**src/rtl/quad_latch_writer_if.sv**
```systemverilog
// Producer-side valid/ready channel carrying 4-bit words into quad_latch_writer.
interface quad_latch_writer_if;
  logic [3:0] wr_data;
  logic       wr_valid;
  logic       wr_ready;

  modport master (output wr_data, output wr_valid, input wr_ready);
  modport slave (input wr_data, input wr_valid, output wr_ready);
endinterface

```
**src/rtl/quad_latch_writer.sv**
```systemverilog
// Write sequencer for a quad D latch: FIFO-buffered nibbles strobed with setup/gate/hold windows.
// Optional macro QLW_COALESCE_EN discards popped words equal to the last committed value.
module quad_latch_writer #(
  parameter int unsigned DEPTH     = 4,
  parameter int unsigned SETUP_CYC = 1,
  parameter int unsigned GATE_CYC  = 2,
  parameter int unsigned HOLD_CYC  = 1
) (
  input  logic                   clk,
  input  logic                   rst,
  quad_latch_writer_if.slave     wr,
  output logic [3:0]             d,
  output logic                   g,
  output logic                   busy,
  output logic [$clog2(DEPTH):0] count,
  output logic [3:0]             shadow
);
  localparam int unsigned AW = $clog2(DEPTH);
  localparam int unsigned MaxCyc =
      (SETUP_CYC > GATE_CYC) ? ((SETUP_CYC > HOLD_CYC) ? SETUP_CYC : HOLD_CYC)
                             : ((GATE_CYC > HOLD_CYC) ? GATE_CYC : HOLD_CYC);
  localparam int unsigned CW = $clog2(MaxCyc + 1);

  localparam logic [AW:0]   DepthC = (AW + 1)'(DEPTH);
  localparam logic [CW-1:0] SetupC = CW'(SETUP_CYC);
  localparam logic [CW-1:0] GateC  = CW'(GATE_CYC);
  localparam logic [CW-1:0] HoldC  = CW'(HOLD_CYC);
  localparam logic [CW-1:0] OneC   = CW'(1);

  typedef enum logic [1:0] {StIdle, StSetup, StOpen, StHold} state_e;

  state_e        state_q, state_d;
  logic [CW-1:0] cyc_q, cyc_d;
  logic [3:0]    d_q, d_d;
  logic [3:0]    shadow_q, shadow_d;
  logic          g_q, g_d;
  logic [3:0]    mem_q [DEPTH];
  logic [AW-1:0] wptr_q, rptr_q;
  logic [AW:0]   count_q;
  logic          push, pop, load, strobe;
  logic [3:0]    head;
`ifdef QLW_COALESCE_EN
  logic          sv_q, sv_d;
`endif

  assign wr.wr_ready = (count_q < DepthC);
  assign push        = wr.wr_valid && wr.wr_ready;
  assign head        = mem_q[rptr_q];

  always_comb begin
    state_d  = state_q;
    cyc_d    = cyc_q;
    d_d      = d_q;
    g_d      = g_q;
    shadow_d = shadow_q;
    load     = 1'b0;
    strobe   = 1'b0;
`ifdef QLW_COALESCE_EN
    sv_d     = sv_q;
`endif
    unique case (state_q)
      StIdle: load = (count_q != '0);
      StSetup: begin
        if (cyc_q == OneC) begin
          g_d     = 1'b1;
          state_d = StOpen;
          cyc_d   = GateC;
        end else begin
          cyc_d = cyc_q - 1'b1;
        end
      end
      StOpen: begin
        if (cyc_q == OneC) begin
          g_d     = 1'b0;
          state_d = StHold;
          cyc_d   = HoldC;
        end else begin
          cyc_d = cyc_q - 1'b1;
        end
      end
      StHold: begin
        if (cyc_q == OneC) begin
          shadow_d = d_q;
`ifdef QLW_COALESCE_EN
          sv_d     = 1'b1;
`endif
          state_d  = StIdle;
          load     = (count_q != '0);
        end else begin
          cyc_d = cyc_q - 1'b1;
        end
      end
      default: state_d = StIdle;
    endcase

    pop = load;
    if (load) begin
      strobe = 1'b1;
`ifdef QLW_COALESCE_EN
      // Compare against the value committed on this same edge when leaving HOLD.
      if (sv_d && (head == shadow_d)) strobe = 1'b0;
`endif
      if (strobe) begin
        d_d     = head;
        state_d = StSetup;
        cyc_d   = SetupC;
      end
    end
  end

  always_ff @(posedge clk) begin
    if (rst) begin
      state_q  <= StIdle;
      cyc_q    <= '0;
      d_q      <= '0;
      g_q      <= 1'b0;
      shadow_q <= '0;
      wptr_q   <= '0;
      rptr_q   <= '0;
      count_q  <= '0;
`ifdef QLW_COALESCE_EN
      sv_q     <= 1'b0;
`endif
    end else begin
      state_q  <= state_d;
      cyc_q    <= cyc_d;
      d_q      <= d_d;
      g_q      <= g_d;
      shadow_q <= shadow_d;
`ifdef QLW_COALESCE_EN
      sv_q     <= sv_d;
`endif
      if (push) wptr_q <= wptr_q + 1'b1;
      if (pop) rptr_q <= rptr_q + 1'b1;
      unique case ({push, pop})
        2'b10:   count_q <= count_q + 1'b1;
        2'b01:   count_q <= count_q - 1'b1;
        default: count_q <= count_q;
      endcase
    end
  end

  always_ff @(posedge clk) begin
    if (!rst && push) mem_q[wptr_q] <= wr.wr_data;
  end

  assign d      = d_q;
  assign g      = g_q;
  assign shadow = shadow_q;
  assign count  = count_q;
  assign busy   = (state_q != StIdle) || (count_q != '0);
endmodule

```
**src/flat_wrapper.sv**
```systemverilog
// flat-port wrapper written by rule: the top's interface ports become plain ports
module quad_latch_writer_flat 
#(
  parameter int unsigned DEPTH     = 4,
  parameter int unsigned SETUP_CYC = 1,
  parameter int unsigned GATE_CYC  = 2,
  parameter int unsigned HOLD_CYC  = 1
)
  (clk, rst, d, g, busy, count, shadow, wr_wr_data, wr_wr_valid, wr_wr_ready);
  quad_latch_writer_if wr_i ();
  input  logic clk;
  input  logic rst;
  output logic [3:0] d;
  output logic g;
  output logic busy;
  output logic [$clog2(DEPTH):0] count;
  output logic [3:0] shadow;
  input wire logic [$bits(wr_i.wr_data)-1:0] wr_wr_data;
  input wire logic [$bits(wr_i.wr_valid)-1:0] wr_wr_valid;
  output wire logic [$bits(wr_i.wr_ready)-1:0] wr_wr_ready;
  assign wr_i.wr_data = wr_wr_data;
  assign wr_i.wr_valid = wr_wr_valid;
  assign wr_wr_ready = wr_i.wr_ready;
  quad_latch_writer #(.DEPTH(DEPTH), .SETUP_CYC(SETUP_CYC), .GATE_CYC(GATE_CYC), .HOLD_CYC(HOLD_CYC)) u_core (.clk(clk), .rst(rst), .wr(wr_i), .d(d), .g(g), .busy(busy), .count(count), .shadow(shadow));
endmodule
```
**config.mk**
```make
export PLATFORM = sky130hd
export DESIGN_NAME = quad_latch_writer_flat
export DESIGN_NICKNAME = d
export VERILOG_FILES = /design/src/rtl/quad_latch_writer_if.sv /design/src/rtl/quad_latch_writer.sv /design/src/flat_wrapper.sv
export SDC_FILE = /design/constraint.sdc
export NUM_CORES = 1
export LEC_CHECK = 0
export BUFFER_PORTS_ARGS = -buffer_cell sky130_fd_sc_hd__buf_2
export CORE_MARGIN = 2
export CORE_UTILIZATION = 51
export DETAILED_ROUTE_END_ITERATION = 10
export PLACE_DENSITY = 0.81
export SETUP_SLACK_MARGIN = 0.4
export SLEW_MARGIN = 20
export SYNTH_ARGS = -nofsm -noshare
export SYNTH_HDL_FRONTEND = slang
export SYNTH_SLANG_ARGS = --single-unit
```
**constraint.sdc**
```tcl
create_clock -name clk -period 2.8 [get_ports clk]
set_clock_uncertainty 0.2 [all_clocks]
set_input_delay 0.14 -clock clk [delete_from_list [all_inputs] [get_ports clk]]
set_output_delay 0.14 -clock clk [all_outputs]
set_load 0.05 [all_outputs]
```
# Word-level counts from Yosys, hierarchy flattened

Memory sizes are Yosys's and may differ from the RTL's. A register that Yosys moved wholly into a read port is not among the register bits.
Cells that the tools add are included.

Flip-flop bits (word level): 16
RAM bits: 16
Bits of input ports: 7
Logic and storage cells: 66
Memories kept: 1

Memory list:

| name         | words | bits a word | rd ports | clocked after memory_dff | write ports | line                    | text |
|---|---|---|---|---|---|---|---|
| u_core.mem_q | 4     | 4           | 1        | 1                        | 1           | quad_latch_writer.sv:37 | `logic [3:0] mem_q [DEPTH];` |

Add/sub/neg operators: 5
Order comparisons: 1
Equal/unequal tests: 14
Mux-type cells: 18
Reductions and logical operators: 18

Operator list:

| kind                                              | count |
|---|---|
| 2-to-1 mux 2 bit                                  | 6 |
| one-hot mux 2 bit (3 select lines)                | 2 |
| != test 3 x 1 -> 1 bit (second input constant)    | 3 |
| AND reduction 4 bit                               | 2 |
| 2-to-1 mux 1 bit                                  | 7 |
| == test 2 x 1 -> 1 bit (second input constant)    | 3 |
| == test 2 bit (second input constant)             | 3 |
| != test 2 x 1 -> 1 bit (second input constant)    | 3 |
| one-hot mux 3 bit (2 select lines)                | 1 |
| AND reduction 2 bit                               | 3 |
| nonzero test 2 bit                                | 3 |
| nonzero test 3 bit                                | 2 |
| adder 2 x 1 -> 2 bit (second input constant)      | 2 |
| one-hot mux 1 bit (2 select lines)                | 2 |
| nonzero test 4 bit                                | 1 |
| adder 3 x 1 -> 3 bit (second input constant)      | 1 |
| < comparator 3 bit (second input constant)        | 1 |
| != test 3 x 2 -> 1 bit (second input constant)    | 1 |
| AND reduction 3 bit                               | 1 |
| subtractor 3 x 1 -> 3 bit (second input constant) | 1 |
| logical AND 1 bit                                 | 2 |
| zero test 2 bit                                   | 1 |
| != test 2 bit (second input constant)             | 1 |
| OR reduction 2 bit                                | 1 |
| other kinds (3)                                   | 3 |

# Logic depth before layout (Yosys ltp)

Depth in word-level cells: 5
Gate-level depth with buffers: 12

# Worst setup path before layout

Ideal clock, no wire load.

Path type: register to register
Start point: register u_core.state_q[0]
End point: register u_core.count_q[2] (netlist: u_core.count[2])
Library setup time: 71 ps
Arrival time: 2367 ps
Data required time: 2529 ps
Setup slack: 162 ps
Stages on the path, launching flop included: 13
Buffers on the path: 1
Period minus slack after synthesis: 2638 ps
Cells stage by stage: dfxtp_1 > inv_1 > ha_1 > clkbuf_1 > inv_1 > nand3_4 > inv_2 > ha_1 > inv_1 > fa_1 > xor2_1 > or3_1 > a21oi_1

Word-level cells in the longest chain between the ends: 4
Elaborated cells between the ends (all ways): 7

Ends and longest elaborated chain:

| what                                                                     | line                     | text |
|---|---|---|
| start: declaration                                                       | quad_latch_writer.sv:32  | `state_e state_q, state_d;` |
| start signal: assignment                                                 | quad_latch_writer.sv:113 | `state_q <= StIdle;` |
| start signal: assignment                                                 | quad_latch_writer.sv:125 | `state_q <= state_d;` |
| == test 2 bit or zero test 2 bit (tied branches)                         | quad_latch_writer.sv:61  | `unique case (state_q)` |
| one-hot mux 1 bit (2 select lines) (*)                                   | quad_latch_writer.sv:61  |  |
| net u_core.load                                                          | quad_latch_writer.sv:40  | `logic push, pop, load, strobe;` |
| == test 2 x 1 -> 1 bit or == test 2 bit (tied branches)                  | quad_latch_writer.sv:135 | `unique case ({push, pop})` |
| one-hot mux 3 bit (2 select lines) or nonzero test 2 bit (tied branches) | -                        |  |
| end signal: assignment                                                   | quad_latch_writer.sv:136 | `2'b10: count_q <= count_q + 1'b1;` |
| end signal: assignment                                                   | quad_latch_writer.sv:137 | `2'b01: count_q <= count_q - 1'b1;` |
| end signal: assignment                                                   | quad_latch_writer.sv:138 | `default: count_q <= count_q;` |
| end: declaration                                                         | quad_latch_writer.sv:39  | `logic [AW:0] count_q;` |

Mark *: on every way through the listed nets, which the timed path passes. The rest lies on a longest branch.
A chain may end at the register's enable or synchronous reset.

# Final worst setup path

Start point: register u_core.state_q[1]
End point: register u_core.count_q[2] (netlist: u_core.count[2])

The elaborated chain is that of the path after synthesis.

==> impl_metrics.py <==
metrics = {
    "route": {
        "via_count": 1260,
        "drtIter0Drc": 40,
        "route.detailed.drc": 0,
        "viasPerCell": 5.362,
        "wl_per_cell_microns": 14.24,
        "drt.antenna.violating_nets": 0,
        "routed_wirelength_mm": 3.346,
        "first_pass_iters": 4,
    },
    "critical_path": {
        "crit_arrival_ns": 2.41,
        "cp_slowest_cell": "dfxtp_4",
        "path_common_cell": "ha_4",
        "cp-start-kind": "flip-flop",
        "criticalPathCategory": "reg -> reg",
        "crit_chain": "inv_2, ha_4, inv_6, nand3_4, inv_4, ha_4, inv_1, fa_2, xor2_1, or3_1, a21oi_1",
        "cp_num_buf_inv": 4,
        "crit_path_end_kind": "flip-flop",
        "cp_max_fo": 6,
        "r2r_setup_slack_ns": 0.46,
        "cp_slowest_stage_delay_ns": 0.39,
        "crit_required_ns": 2.87,
        "critical_path.top_delay_family": "adder cells",
    },
    "grt": {
        "grt.total_usage_pct": 18.55,
        "grt_pass1_vias": 1310,
        "grt_max_degree": 23,
        "grt_pass1_wl_mm": 5.692,
        "antenna_found_initial": 0,
        "grt_overflow": 0,
    },
    "yosys": {
        "ys_ff_latch": 36,
        "synth_async_sr_flop_share_pct": 0,
        "synth_edf_count": 16,
        "seq_area_frac_synth_pct": 50.39,
        "synth_common_cells": "20 x dfxtp_1, 16 x edfxtp_1, 14 x a21oi_1, 14 x inv_1",
        "yosys.area.top_type_share_pct": 27.49,
        "ys_types": 39,
        "synth.largest_area_cell": "edfxtp_1",
        "synth.most_common_cell": "dfxtp_1",
        "synthFlopType": "dfxtp_1",
        "yosysWarningCount": 0,
        "synthCells": 157,
        "avgSynthCellArea_sq_um": 11.13,
        "synth_top_cells_by_area": "edfxtp_1 27%, dfxtp_1 23%, ha_1 9.3%",
        "syn_nets": 178,
        "netlist_area_sq_um": 1748,
    },
    "floorplanning": {
        "ios": 21,
        "die_area_sq_um": 3912,
        "die_y_microns": 62.55,
        "start_util_pct": 52.80,
        "placement_rows": 21,
        "core-area_sq_um": 3311,
        "chipWidth_microns": 62.55,
    },
    "clocking": {
        "cts_max_level": 2,
        "cts_root_buf": "clkbuf_4",
        "clk_latency_ns": 0.35,
        "cts.path.max_buffers": 2,
        "cts_tree": "done",
        "clock-sinks": 36,
        "cts_buffers": 5,
        "clk_pin_slew_ns": 0.11,
    },
    "place": {
        "io_buffers": 20,
        "dp_hpwl_mm": 2.375,
        "placed_area_sq_um": 1892,
        "place.gp.congestion": 0.7278,
        "dp.cells": 217,
    },
    "timing": {
        "setup_viol": 0,
        "min_period_over_period_pct": 83.45,
        "slew_headroom_pct": 66.48,
        "final_max_slew_viol_count": 0,
        "finalSetupTns_ns": 0,
        "rsz0062_at_grt": "true",
        "min_period_ns": 2.336,
        "final_hold_viol_count": 0,
        "timing.fmax_ghz": 0.4280,
        "worst_pin_slew_ns": 0.5001,
    },
    "layout": {
        "area_growth_pct": 19.69,
        "drive_gt1_share_pct": 29.63,
        "final_cell_area_sq_um": 2092,
        "fin_nets": 209,
        "instances_no_fill": 235,
        "diodes": 0,
    },
    "pwr": {
        "seqPwrFrac_pct": 38.4,
        "p_sw_mw": 0.8345,
        "p_int_mw": 1.093,
        "swShare_pct": 43.31,
        "power_frac_clock_pct": 14.6,
        "combPwrFrac_pct": 47.0,
        "p_leak_nw": 0.7874,
        "power.density_nw_per_um2": 921.1,
        "ir_drop_uv": 469.3,
    },
    "worst_hold_path": {
        "hp-class": "reg -> reg",
    },
    "outcome": {
        "outcome": "finished, final reports clean",
    },
    "flow_run": {
        "drv_cap": 0,
    },
}
[flip-flops by register name (all words and copies together) (netlist names)]
register and count:
u_core.rptr_q 2, u_core.d 4, u_core.wptr_q 2, u_core.mem_q 16, u_core.count 3, u_core.cyc_q 2, u_core.shadow 4, u_core.state_q 2
u_core.g 1
[tightest hold or removal path, stage by stage, from the launching register on]
cell,delay [ns]
dfxtp_1,0.33
nand2_1,0.05
a21oi_1,0.05
[layout by cell type, fill, tap and decap left out, types with 6 or more instances in the layout]
cell type / count
buf_2: 20
edfxtp_1: 16
a21oi_1: 14
nand2_1: 13
dfxtp_1: 13
inv_1: 11
ha_1: 10
nor2_1: 7
dlygate4sd3_1: 6
[layout make-up]
cell class	count	area [sq um]
clock buffers	5	37.54
clock inverters	3	23.77
fillers	283	1219
inverters	15	63.81
multi-input cells	99	814.5
flip-flops and latches	36	897.1
well taps	46	57.56
repair buffers	31	197.7
[power groups by stage]
| stage | logic, mW | registers (mW) | clock network, mW |
|---|---|---|---|
| 6_report | 0.905 | 0.740 | 0.282 |
| 5_1_grt | 0.978 | 0.756 | 0.311 |
| 4_1_cts | 0.864 | 0.737 | 0.289 |
| 3_5_place_dp | 0.806 | 0.744 | 0 |
| 3_3_place_gp | 0.771 | 0.733 | 0 |
| 2_1_floorplan | 0.544 | 0.857 | 0 |
[final timing paths]
path,startpoint,endpoint,cells past startpoint
worst max-delay path,u_core.state_q[1],u_core.count[2],11
worst min-delay path,u_core.shadow[3],u_core.shadow[3],2
worst max register to register,u_core.state_q[1],u_core.count[2],11
worst min register to register,u_core.shadow[3],u_core.shadow[3],2
[through the flow]
| stage | total power, mW | hold slack, ns | util [%] | worst slack, ns |
|---|---|---|---|---|
| floorplan | 1.401 | 0.03887 | - | 0.4020 |
| global placement | 1.504 | 0.1524 | 57.14 | 0.3026 |
| detailed placement | 1.550 | 0.1612 | 57.14 | 0.1730 |
| CTS | 1.890 | 0.2728 | 62.40 | 0.4081 |
| global route | 2.045 | 0.2947 | 63.19 | 0.3843 |
| finish | 1.927 | 0.2651 | 63.19 | 0.4635 |
[what timing repair did]
action | CTS | global route
pin swaps | 1 | 2
gates resized for setup | 7 | 5
setup endpoints to repair | 2 | 1
hold buffers | 6 | 0
setup buffers | 3 | 1
endpoints found under the hold margin | 19 | 0
[logic make-up after synthesis]
group,after synthesis,share of synthesized area [%]
and+or+nand+nor,44,13.96
DFF,36,50.39
AOI/OAI and AO/OA,33,12.17
buffers and inverters,22,5.726
adders and majority gates,14,10.45
muxes,5,5.798
xor gates and xnor gates,3,1.503
[per-layer routing]
metal	vias up	GRT usage, %	share of wire [%]
li1	623	-	-
met1	598	20.69	40
met2	35	32.93	53
met3	4	5.946	5.6
met4	0	6.944	1.1
met5	-	0	0
No activity file was read; power rests on OpenSTA's default activity.
